### config.mk
export PLATFORM = sky130hd
export DESIGN_NAME = csa_seq_multiplier
export DESIGN_NICKNAME = d
export VERILOG_FILES = /design/src/rtl/csa_seq_multiplier.sv
export SDC_FILE = /design/constraint.sdc
export NUM_CORES = 1
export LEC_CHECK = 0
export ABC_AREA = 1
export ABC_CLOCK_PERIOD_IN_PS = 2200
export BUFFER_PORTS_ARGS = -buffer_cell sky130_fd_sc_hd__buf_2
export CORE_MARGIN = 2
export CORE_UTILIZATION = 60
export DETAILED_ROUTE_END_ITERATION = 6
export GPL_TIMING_DRIVEN = 0
export PLACE_DENSITY = 0.83
export RECOVER_POWER = 25
export SLEW_MARGIN = 25
export SYNTH_ARGS = -nofsm -noshare
export SYNTH_HDL_FRONTEND = slang
export SYNTH_SLANG_ARGS = --single-unit
### constraint.sdc
create_clock -name clk -period 2.2 [get_ports clk]
set_input_delay 0.11 -clock clk [delete_from_list [all_inputs] [get_ports clk]]
set_output_delay 0.11 -clock clk [all_outputs]
set_load 0.005 [all_outputs]
### src/rtl/csa_seq_multiplier.sv
// Sequential WIDTHxWIDTH multiplier: one partial product per cycle accumulated in
// carry-save form, resolved by a single carry-propagate add, with valid/ready handshakes.
module csa_seq_multiplier #(
  parameter int WIDTH = 6
) (
  input  logic                 clk,
  input  logic                 rst,
  input  logic                 in_valid,
  output logic                 in_ready,
  input  logic [WIDTH-1:0]     a,
  input  logic [WIDTH-1:0]     b,
  input  logic                 sgn,
  output logic                 out_valid,
  input  logic                 out_ready,
  output logic [2*WIDTH-1:0]   product
);

  localparam int PW = 2 * WIDTH;
  localparam int CW = $clog2(WIDTH);
  localparam logic [CW-1:0] LAST = CW'(WIDTH - 1);

  typedef enum logic [1:0] {IDLE, RUN, RESOLVE, DONE} state_t;

  state_t         state, state_nxt;
  logic [WIDTH-1:0] a_reg, b_reg;
  logic           sgn_reg;
  logic [PW-1:0]  sum, carry;
  logic [CW-1:0]  cnt;

  logic           accept;
  logic           neg_row;
  logic [PW-1:0]  a_ext, a_shift, pp, maj, csa_sum, csa_carry;

  assign accept = in_valid && in_ready;

  // One carry-save row: the current partial product is folded into sum/carry.
  // In signed mode the multiplier MSB has negative weight, so its row is
  // subtracted as ~x plus a +1 dropped into the free carry LSB.
  assign a_ext     = sgn_reg ? {{WIDTH{a_reg[WIDTH-1]}}, a_reg} : {{WIDTH{1'b0}}, a_reg};
  assign a_shift   = a_ext << cnt;
  assign neg_row   = sgn_reg && (cnt == LAST) && b_reg[cnt];
  assign pp        = neg_row ? ~a_shift : (b_reg[cnt] ? a_shift : '0);
  assign csa_sum   = sum ^ carry ^ pp;
  assign maj       = (sum & carry) | (sum & pp) | (carry & pp);
  assign csa_carry = {maj[PW-2:0], neg_row};

  // NOTE: sequential state uses non-blocking assignments so every register
  // samples pre-edge values regardless of process ordering.
  always_ff @(posedge clk or posedge rst) begin
    if (rst) state <= IDLE;
    else     state <= state_nxt;
  end

  // NOTE: the default assignment before the case keeps this block purely
  // combinational; without it a missing branch would infer a latch.
  always_comb begin
    state_nxt = state;
    case (state)
      IDLE:    if (accept)       state_nxt = RUN;
      RUN:     if (cnt == LAST)  state_nxt = RESOLVE;
      RESOLVE:                   state_nxt = DONE;
      DONE:    if (out_ready)    state_nxt = IDLE;
      default:                   state_nxt = IDLE;
    endcase
  end

  always_comb begin
    in_ready  = (state == IDLE) && !rst;
    out_valid = (state == DONE);
  end

  // NOTE: every datapath register, product included, is cleared by reset so an
  // aborted operation leaves no stale or partial result visible.
  always_ff @(posedge clk or posedge rst) begin
    if (rst) begin
      a_reg   <= '0;
      b_reg   <= '0;
      sgn_reg <= 1'b0;
      sum     <= '0;
      carry   <= '0;
      cnt     <= '0;
      product <= '0;
    end else begin
      case (state)
        IDLE: if (accept) begin
          a_reg   <= a;
          b_reg   <= b;
          sgn_reg <= sgn;
          sum     <= '0;
          carry   <= '0;
          cnt     <= '0;
        end
        RUN: begin
          sum   <= csa_sum;
          carry <= csa_carry;
          cnt   <= cnt + CW'(1);
        end
        RESOLVE: product <= sum + carry;
        default: ;
      endcase
    end
  end

endmodule

==> impl_metrics.env, run 1 <==
export IMPL_status="complete, no violations"
export IMPL_start_kind="flop"
export IMPL_core_area_um2=5470
export IMPL_yosysSeqAreaShare_pct=39.9
export IMPL_cts_path_max_buffers=2
export IMPL_skew_ps=11.8
export IMPL_hold_worst_slack_ps=29.2
export IMPL_finalSetupViolCount=0
export IMPL_holdCritPathClass="input port to flop"
export IMPL_timing_final_crit_share_pct=95.2
export IMPL_maxSlewViolCount=0
export IMPL_place_gp_congestion=0.920
export IMPL_reg_top3="carry x12, product x12, sum x12"
export IMPL_synth_edf_count=0
export IMPL_wire_per_inst_um=12.9
export IMPL_syn_to_final_growth_pct=12.4
export IMPL_grt_overflow=0
export IMPL_vias=2757
export IMPL_crit_path_max_incr_delay_ps=510
export IMPL_num_antenna_cells=0
export IMPL_hpwlAfterDp_mm=5.24
export IMPL_chipHeight_um=79.1
export IMPL_hp_start="sgn"
export IMPL_finalHoldViolations=0
export IMPL_dieWidth_um=79.1
export IMPL_fin_ws_ps=106
export IMPL_drt_iter0_markers=119
export IMPL_first_global_vias=2614
export IMPL_final_layout_size_suffix_gt1_share_pct=16.0
export IMPL_wirelength_mm=6.77
export IMPL_critPathKind="flop to flop"
export IMPL_cts_clk_slew_worst_paths_ps=100
export IMPL_cts_buffers=5
export IMPL_synthFlopType="dfrtp_1"
export IMPL_synth_largest_area_cell="dfrtp_1"
export IMPL_row_count=27
export IMPL_dp_slack_ps=8.67
export IMPL_htree_levels=2
export IMPL_powerDensity_nw_per_um2=1410
export IMPL_synth_nets=456
export IMPL_cp_slowest_cell="fa_1"
export IMPL_cp_max_fo=10
export IMPL_ys_types=36
export IMPL_synth_seq_cells=54
export IMPL_period_minus_slack_ps=2090
export IMPL_start_util_pct=61.8
export IMPL_worstRegToRegCells=9
export IMPL_mostFrequentLayoutCell="nand2_1"
export IMPL_setup_tns_final_ps=0
export IMPL_synth_top_area_share_pct=39.9
export IMPL_fp_dieArea_um2=6260
export IMPL_hold_path_endpoint="sgn_reg"
export IMPL_maxCapViolations=0
export IMPL_vias_per_cell=5.27
export IMPL_design_portCount=31
export IMPL_cp_end_kind="flop"
export IMPL_finalNetCount=498
export IMPL_path_cells="buf_6 -> inv_6 -> ha_2 -> nand3_1 -> buf_2 -> nand4_1 -> nand3_1 -> fa_1 -> o22ai_1"
export IMPL_tightest_slew_ps=1090
export IMPL_worstSkewPairLatency_ps=310
export IMPL_whs_path_depth=2
export IMPL_path_common_cell="nand3_1"
export IMPL_avgSynthCellArea_um2=8.27
export IMPL_fmax_ghz=0.478
export IMPL_grt_pass1_wl_mm=11.8
export IMPL_detail_route_antenna_nets=0
export IMPL_async_reset_ff_share_pct=100
export IMPL_leakage_uw=0.00192
export IMPL_crit_required_ps=2400
export IMPL_drtPass1Iterations=4
export IMPL_worstReg2RegStart="cnt[1]"
export IMPL_synthTopCellsByArea="dfrtp_1 (40%), nand2_1 (9.9%), fa_1 (7.1%)"
export IMPL_ys_warn_count=0
export IMPL_antenna_found_initial=0
export IMPL_postLayoutCoreUtil_pct=69.5
export IMPL_worst_ep_arrival_time_ps=2290
export IMPL_grt_max_degree=55
export IMPL_reg2reg_to="sum[8]"
export IMPL_post_route_drc_count=0
export IMPL_layout_common_cells="nand2_1 (89), dfrtp_1 (54), inv_1 (53)"
export IMPL_ff2ff_setup_slack_ps=110
export IMPL_track_usage_pct=24.4
export IMPL_cts_tree="built"
export IMPL_cts_sinks=54
export IMPL_max_slew_margin_rel_pct=27.5
export IMPL_ctsRootBufferMaster="clkbuf_8"
export IMPL_synthesis_area_um2=3380
export IMPL_peakVddDrop_v=0.000767
export IMPL_synthCells=409
export IMPL_port_buffers=30
power by group:
part | leakage (uW) | switching [uW] | internal, uW
clock | 0.0000573 | 317 | 365
combinational | 0.00118 | 1840 | 1220
sequential | 0.000686 | 240 | 1370
total | 0.00192 | 2400 | 2960
cell usage after synthesis (all sizes together), types with 2 or more instances:
library cell	number
clkbuf	3
a21oi	20
inv	60
fa	12
or2	7
nand4	4
nand2	95
o21ai	32
nand3	35
xnor2	3
ha	18
a21o	2
mux2	2
nor2	18
dfrtp	54
buf	12
xor2	3
o22ai	23
worst max path at each step:
| stage | endpoint | cells past startpoint | slack (ps) | startpoint |
|---|---|---|---|---|
| 2_1_floorplan | sum[7] | 9 | 240 | cnt[1] |
| 3_3_place_gp | sum[9] | 10 | 60 | cnt[1] |
| 3_5_place_dp | sum[8] | 9 | 9 | cnt[1] |
| 5_1_grt | sum[6] | 10 | -4 | cnt[1] |
| 4_1_cts | sum[6] | 10 | 40 | cnt[1] |
| 6_report | sum[8] | 9 | 110 | cnt[1] |
layout make-up:
class,instances,area (um^2)
Multi-Input combinational cell,280,1730
Clock inverter,1,30.0
Fill cell,463,1670
Sequential cell,54,1350
Tap cell,72,90.1
Buffer,15,106
Timing Repair Buffer,35,185
Clock buffer,6,82.6
Inverter,60,230
what timing repair did:
action,in CTS,in global routing
hold endpoints to repair,54,0
buffers inserted,0,4
resized for setup,2,11
setup endpoints to repair,5,9
hold buffers,1,0
pin swaps,0,1
critical path, delay by kind of cell (launching register included):
family	cells	cell delay [ps]
simple gates	3	360
buf+inv	3	450
fa+ha+maj	2	680
flops	1	420
compound gates	1	80
stage by stage:
stage               std cells  total power (uW)  area (um^2)
finish                    523              5350         3800
global route              523              5920         3800
CTS                       519              5280         3750
detailed placement        511              4580         3630
global placement          511              4420         3620
floorplan                 409              3870         3380
layer usage:
layer | GRT usage [%] | vias to the layer above | part of all wire, %
li1 | - | 1417 | -
met1 | 29.6 | 1265 | 43
met3 | 4.32 | 16 | 3.3
met5 | 0 | - | 0
met4 | 10.3 | 0 | 2.7
met2 | 42.6 | 59 | 51
cells by family (layout without fill, tap and decap cells):
logic type | Yosys count | after routing | share of synthesized area [%]
compound gates | 80 | 80 | 13.7
simple gates | 161 | 161 | 20.7
xor+xnor | 6 | 6 | 1.55
flops | 54 | 54 | 39.9
mux | 3 | 3 | 0.962
fa+ha+maj | 30 | 30 | 13.8
buf+inv | 75 | 117 | 9.36
No activity file was read; power rests on OpenSTA's default activity.
==> run 2, diff against run 1 <==
Settings changed: ABC_AREA 1 to unset, HOLD_SLACK_MARGIN set to 0.05, PLACE_DENSITY 0.83 to unset, PLACE_DENSITY_LB_ADDON set to 0.12.
==> impl_metrics.env, run 2 <==
export IMPL_status="complete, but fails checks"
export IMPL_violations="negative setup slack"
export IMPL_power_uw=5950
export IMPL_gr_usage_met1_pct=36.3
export IMPL_dieWidth_um=79.5
export IMPL_grt_pass1_wl_mm=13.0
export IMPL_cts_sinks=54
export IMPL_fp_dieArea_um2=6320
export IMPL_leakage_uw=0.00187
export IMPL_multiInputGateArea_um2=2000
export IMPL_wire_per_inst_um=16.2
export IMPL_hold_path_endpoint="state[1]"
export IMPL_synth_nets=393
export IMPL_drtPass1Iterations=4
export IMPL_cts_clk_slew_worst_paths_ps=90
export IMPL_finalNetCount=458
export IMPL_cp_num_buf_inv=1
export IMPL_layout_common_cells="dfrtp_1 (54), nand2_1 (43), inv_1 (29)"
export IMPL_detail_route_antenna_nets=0
export IMPL_num_antenna_cells=0
export IMPL_async_reset_ff_share_pct=100
export IMPL_timing_final_crit_share_pct=102
export IMPL_track_usage_pct=26.4
export IMPL_synthFlopType="dfrtp_1"
export IMPL_vias=2805
export IMPL_cp_end_kind="flop"
export IMPL_chipHeight_um=79.5
export IMPL_reg_top3="carry x12, product x12, sum x12"
export IMPL_cts_buffers=5
export IMPL_critPathKind="flop to flop"
export IMPL_path_cells="buf_6 -> mux4_2 -> nor2_1 -> a31oi_1 -> xnor2_1 -> nand2_1 -> fa_1 -> o21ai_1"
export IMPL_vias_per_cell=5.80
export IMPL_grt_busiest_layer="met2"
export IMPL_ys_warn_count=0
export IMPL_mostFrequentLayoutCell="dfrtp_1"
export IMPL_final_layout_size_suffix_gt1_share_pct=27.4
export IMPL_met3_usage_pct=3.96
export IMPL_fmax_ghz=0.447
export IMPL_crit_path_max_incr_delay_ps=530
export IMPL_cp_max_fo=7
export IMPL_worstSkewPairLatency_ps=310
export IMPL_holdCritPathClass="input port to flop"
export IMPL_synthesis_area_um2=3420
export IMPL_drt_iter0_markers=168
export IMPL_hpwlAfterDp_mm=5.34
export IMPL_dpl_instance_area_um2=3670
export IMPL_fin_ws_ps=-37.2
export IMPL_syn_to_final_growth_pct=22.4
export IMPL_ys_types=48
export IMPL_maxSlewViolCount=0
export IMPL_synth_most_common_cell="dfrtp_1"
export IMPL_start_kind="flop"
export IMPL_post_route_drc_count=0
export IMPL_port_buffers=30
export IMPL_ff2ff_setup_slack_ps=-40
export IMPL_worstReg2RegStart="cnt[0]"
export IMPL_tightest_slew_ps=1140
export IMPL_ctsRootBufferMaster="clkbuf_8"
export IMPL_avgSynthCellArea_um2=9.89
export IMPL_place_gp_congestion=0.947
export IMPL_htree_levels=2
export IMPL_synthCells=346
export IMPL_synthTopCellsByArea="dfrtp_1 (39%), fa_1 (7.0%), ha_1 (6.6%)"
export IMPL_peakVddDrop_v=0.000815
export IMPL_rsz0062_at_grt="yes"
export IMPL_n_fill_cell=381
export IMPL_grt_overflow=0
export IMPL_grt_max_degree=55
export IMPL_seq_area_um2=1350
export IMPL_cts_path_max_buffers=2
export IMPL_yosysSeqAreaShare_pct=39.5
export IMPL_netlist_top_cells_count="dfrtp_1 (54), nand2_1 (46), o21ai_0 (38)"
export IMPL_hp_start="out_ready"
export IMPL_worstRegToRegCells=8
export IMPL_reg2reg_to="sum[7]"
export IMPL_powerDensity_nw_per_um2=1420
export IMPL_finalHoldViolations=0
export IMPL_max_slew_margin_rel_pct=24.2
export IMPL_cts_tree="built"
export IMPL_grt_util_met2_pct=43.8
export IMPL_hold_worst_slack_ps=345
export IMPL_row_count=27
export IMPL_first_global_vias=2687
export IMPL_synth_edf_count=0
export IMPL_skew_ps=12.3
export IMPL_whs_path_depth=6
export IMPL_cp_slowest_cell="mux4_2"
export IMPL_period_minus_slack_ps=2240
export IMPL_synth_largest_area_cell="dfrtp_1"
export IMPL_finalSetupViolCount=3
export IMPL_dp_slack_ps=-347
export IMPL_synth_top_area_share_pct=39.5
export IMPL_crit_family="multiplexers"
export IMPL_core_area_um2=5510
export IMPL_maxCapViolations=0
export IMPL_postLayoutCoreUtil_pct=76.1
export IMPL_worst_ep_arrival_time_ps=2430
export IMPL_antenna_found_initial=0
export IMPL_design_portCount=31
export IMPL_start_util_pct=62.1
export IMPL_crit_required_ps=2400
export IMPL_final_area_um2=4190
export IMPL_wirelength_mm=7.86
export IMPL_synth_seq_cells=54
==> run 2: worst reg2reg max path: cells and delay by family (launching register included) <==
kind	cells	cell delay, ps
compound gates	2	130
xor+xnor	1	200
fa+ha+maj	1	480
buf+inv	1	160
flops	1	400
mux	1	530
simple gates	2	210
==> run 2: layout make-up <==
cell class / count / area share, %
clock buffers: 5 / 1.64
clock inverters: 3 / 0.956
flip-flops and latches: 54 / 32.3
repair buffers: 59 / 9.77
multi-input cells: 245 / 47.8
inverters: 32 / 2.87
plain buffers: 14 / 2.60
well taps: 72 / 2.15
==> run 2: logic make-up (layout without fill, tap and decap cells) <==
logic type	count (synthesis)	after routing	share of synthesized area (%)
DFF	54	54	39.5
buffers and inverters	47	113	5.45
xor gates and xnor gates	9	9	2.30
AOI/OAI and AO/OA	92	92	17.4
muxes	26	26	9.76
and+or+nand+nor	88	88	12.0
adders and majority gates	30	30	13.6
==> run 2: worst max-delay path by stage <==
stage           start      to  depth (start not counted)  slack [ps]
2_1_floorplan  cnt[1]  sum[6]                         10           6
6_report       cnt[0]  sum[7]                          8         -40
3_3_place_gp   cnt[1]  sum[6]                         10        -340
3_5_place_dp   cnt[1]  sum[6]                         10        -350
5_1_grt        cnt[0]  sum[7]                          8        -120
4_1_cts        cnt[0]  sum[6]                          7         -10
==> run 2: timing repair <==
action,4_1_cts,5_1_grt
pin swaps,2,10
buffers inserted,4,11
endpoints found under the setup margin,21,40
gates resized for setup,26,37
hold endpoints to repair,67,0
hold buffers,14,0
==> run 2: metal layers <==
| layer | share of wire (%) | wire length (um) | vias to the layer above |
|---|---|---|---|
| met2 | 51 | 4000 | 69 |
| li1 | - | - | 1344 |
| met4 | 0.59 | 46 | 0 |
| met1 | 45 | 3520 | 1387 |
| met5 | 0 | 0 | - |
| met3 | 3.8 | 296 | 5 |
==> run 2: stage by stage <==
stage	instances	TNS, ps
global route	484	-795
floorplan	346	0
CTS	474	-11.1
detailed placement	448	-2340
finish	484	-60.3
global placement	448	-1750
==> run 2: power by group <==
part	internal (uW)	switching (uW)
clock network	335	326
logic	1640	1950
registers	1390	316
total	3360	2590
==> run 3, diff against run 2 <==
Settings changed: CORE_UTILIZATION 60 to 55, GPL_TIMING_DRIVEN 0 to unset.
==> impl_metrics.env, run 3 (synthesis results as in run 2) <==
export IMPL_status="complete, no violations"
export IMPL_max_slew_margin_rel_pct=10.9
export IMPL_htree_levels=2
export IMPL_cp_end_kind="flop"
export IMPL_final_layout_size_suffix_gt1_share_pct=24.8
export IMPL_holdCritPathClass="input port to flop"
export IMPL_first_global_vias=2653
export IMPL_peakVddDrop_v=0.000876
export IMPL_finalNetCount=450
export IMPL_power_uw=5740
export IMPL_n_fill_cell=459
export IMPL_finalSetupViolCount=0
export IMPL_dp_slack_ps=-164
export IMPL_start_kind="flop"
export IMPL_fin_cells=479
export IMPL_fmax_ghz=0.471
export IMPL_core_area_um2=5960
export IMPL_port_buffers=30
export IMPL_place_gp_congestion=0.868
export IMPL_mostFrequentLayoutCell="dfrtp_1"
export IMPL_grt_pass1_wl_mm=12.3
export IMPL_cts_tree="built"
export IMPL_powerDensity_nw_per_um2=1390
export IMPL_layout_common_cells="dfrtp_1 (52), nand2_1 (45), inv_1 (29)"
export IMPL_worstSkewPairLatency_ps=310
export IMPL_cts_path_max_buffers=2
export IMPL_row_count=28
export IMPL_cp_slowest_cell="fa_1"
export IMPL_cts_buffers=5
export IMPL_finalHoldViolations=0
export IMPL_dieWidth_um=82.9
export IMPL_path_cells="buf_4 -> clkbuf_16 -> mux2i_1 -> o21ai_2 -> o21a_4 -> o21ai_2 -> fa_1 -> o21ai_1"
export IMPL_wire_per_inst_um=15.2
export IMPL_cp_max_fo=7
export IMPL_crit_required_ps=2400
export IMPL_rsz0062_at_grt="yes"
export IMPL_dp_cells=452
export IMPL_grt_max_degree=55
export IMPL_cts_clk_slew_worst_paths_ps=100
export IMPL_syn_to_final_growth_pct=20.3
export IMPL_ctsRootBufferMaster="clkbuf_8"
export IMPL_timing_final_crit_share_pct=96.4
export IMPL_crit_family="compound AO/OA/AOI/OAI gates"
export IMPL_skew_ps=12.5
export IMPL_num_antenna_cells=0
export IMPL_maxCapViolations=0
export IMPL_post_route_drc_count=0
export IMPL_final_area_um2=4120
export IMPL_reg_top3="carry x12, product x12, sum x12"
export IMPL_grt_overflow=0
export IMPL_chipHeight_um=82.9
export IMPL_vias_per_cell=5.70
export IMPL_cts_sinks=54
export IMPL_maxSlewViolCount=0
export IMPL_fin_ws_ps=78.5
export IMPL_antenna_found_initial=0
export IMPL_wirelength_mm=7.28
export IMPL_drtPass1Iterations=5
export IMPL_leakage_uw=0.00183
export IMPL_worst_ep_arrival_time_ps=2320
export IMPL_cp_num_buf_inv=2
export IMPL_drt_iter0_markers=279
export IMPL_start_util_pct=57.5
export IMPL_hpwlAfterDp_mm=4.94
export IMPL_detail_route_antenna_nets=0
export IMPL_path_common_cell="o21ai_2"
export IMPL_tightest_slew_ps=1340
export IMPL_period_minus_slack_ps=2120
export IMPL_dpl_instance_area_um2=3740
export IMPL_track_usage_pct=21.6
export IMPL_fp_dieArea_um2=6870
export IMPL_design_portCount=31
export IMPL_vias=2730
export IMPL_critPathKind="flop to flop"
export IMPL_crit_path_max_incr_delay_ps=530
## run 3: cell count changes in the layout (fill, tap and decap cells not counted), sizes merged
cell | before | now
buf | 46 | 43
clkbuf | 18 | 12
clkinv | 4 | 5
inv | 30 | 29
o21a | 6 | 7
## run 3: worst reg2reg max path: cells and delay by family (launching register included)
| family | cells | cell delay, ps |
|---|---|---|
| fa+ha+maj | 1 | 530 |
| flops | 1 | 440 |
| buf+inv | 2 | 300 |
| compound gates | 4 | 610 |
| mux | 1 | 140 |
## run 3: power breakdown
group          internal, uW  leakage, uW  switching [uW]
Clock                   336    0.0000579             329
Sequential             1390     0.000695             333
Combinational          1560      0.00107            1790
Total                  3290      0.00183            2450
## run 3: metal layers
layer  up-vias  global-route usage, %  part of all wire (%)
met4         0                   4.62                  0.70
met2        78                   34.5                    48
met1      1313                   31.2                    47
met5         -                      0                     0
met3         6                   3.88                   4.2
li1       1333                      -                     -
## run 3: final timing paths
path / start / endpoint / slack, ps / depth (start not counted)
max in group asynchronous: rst / cnt[0] / 500 / 4
max reg2reg: cnt[0] / sum[0] / 80 / 8
min in group asynchronous: rst / a_reg[5] / 810 / 4
max: cnt[0] / sum[0] / 80 / 8
min: out_ready / state[0] / 230 / 4
min reg2reg: product[9] / product[9] / 490 / 2
## run 3: layout make-up
class,instances,area (um^2),area share [%]
multi-input cells,246,1940,47.2
flip-flops and latches,54,1350,32.9
repair buffers,64,497,12.1
inverters,32,120,2.92
well taps,75,93.8,2.28
clock buffers,5,68.8,1.67
clock inverters,3,40.0,0.973
## run 3: timing repair
action | CTS | global route
endpoints found under the setup margin | 14 | 17
hold buffers | 14 | 0
cloned | 0 | 3
pin swaps | 0 | 6
endpoints found under the hold margin | 67 | 0
setup buffers | 0 | 2
resized for setup | 3 | 28
## run 3: per-stage QoR
step | hold WS (ps) | utilization [%] | TNS (ps)
after floorplan | 247 | - | 0
after global placement | 342 | 62.9 | -89.2
after detailed placement | 345 | 62.9 | -436
after CTS | 229 | 67.2 | 0
after global routing | 275 | 69.1 | -38.7
final | 228 | 69.1 | 0
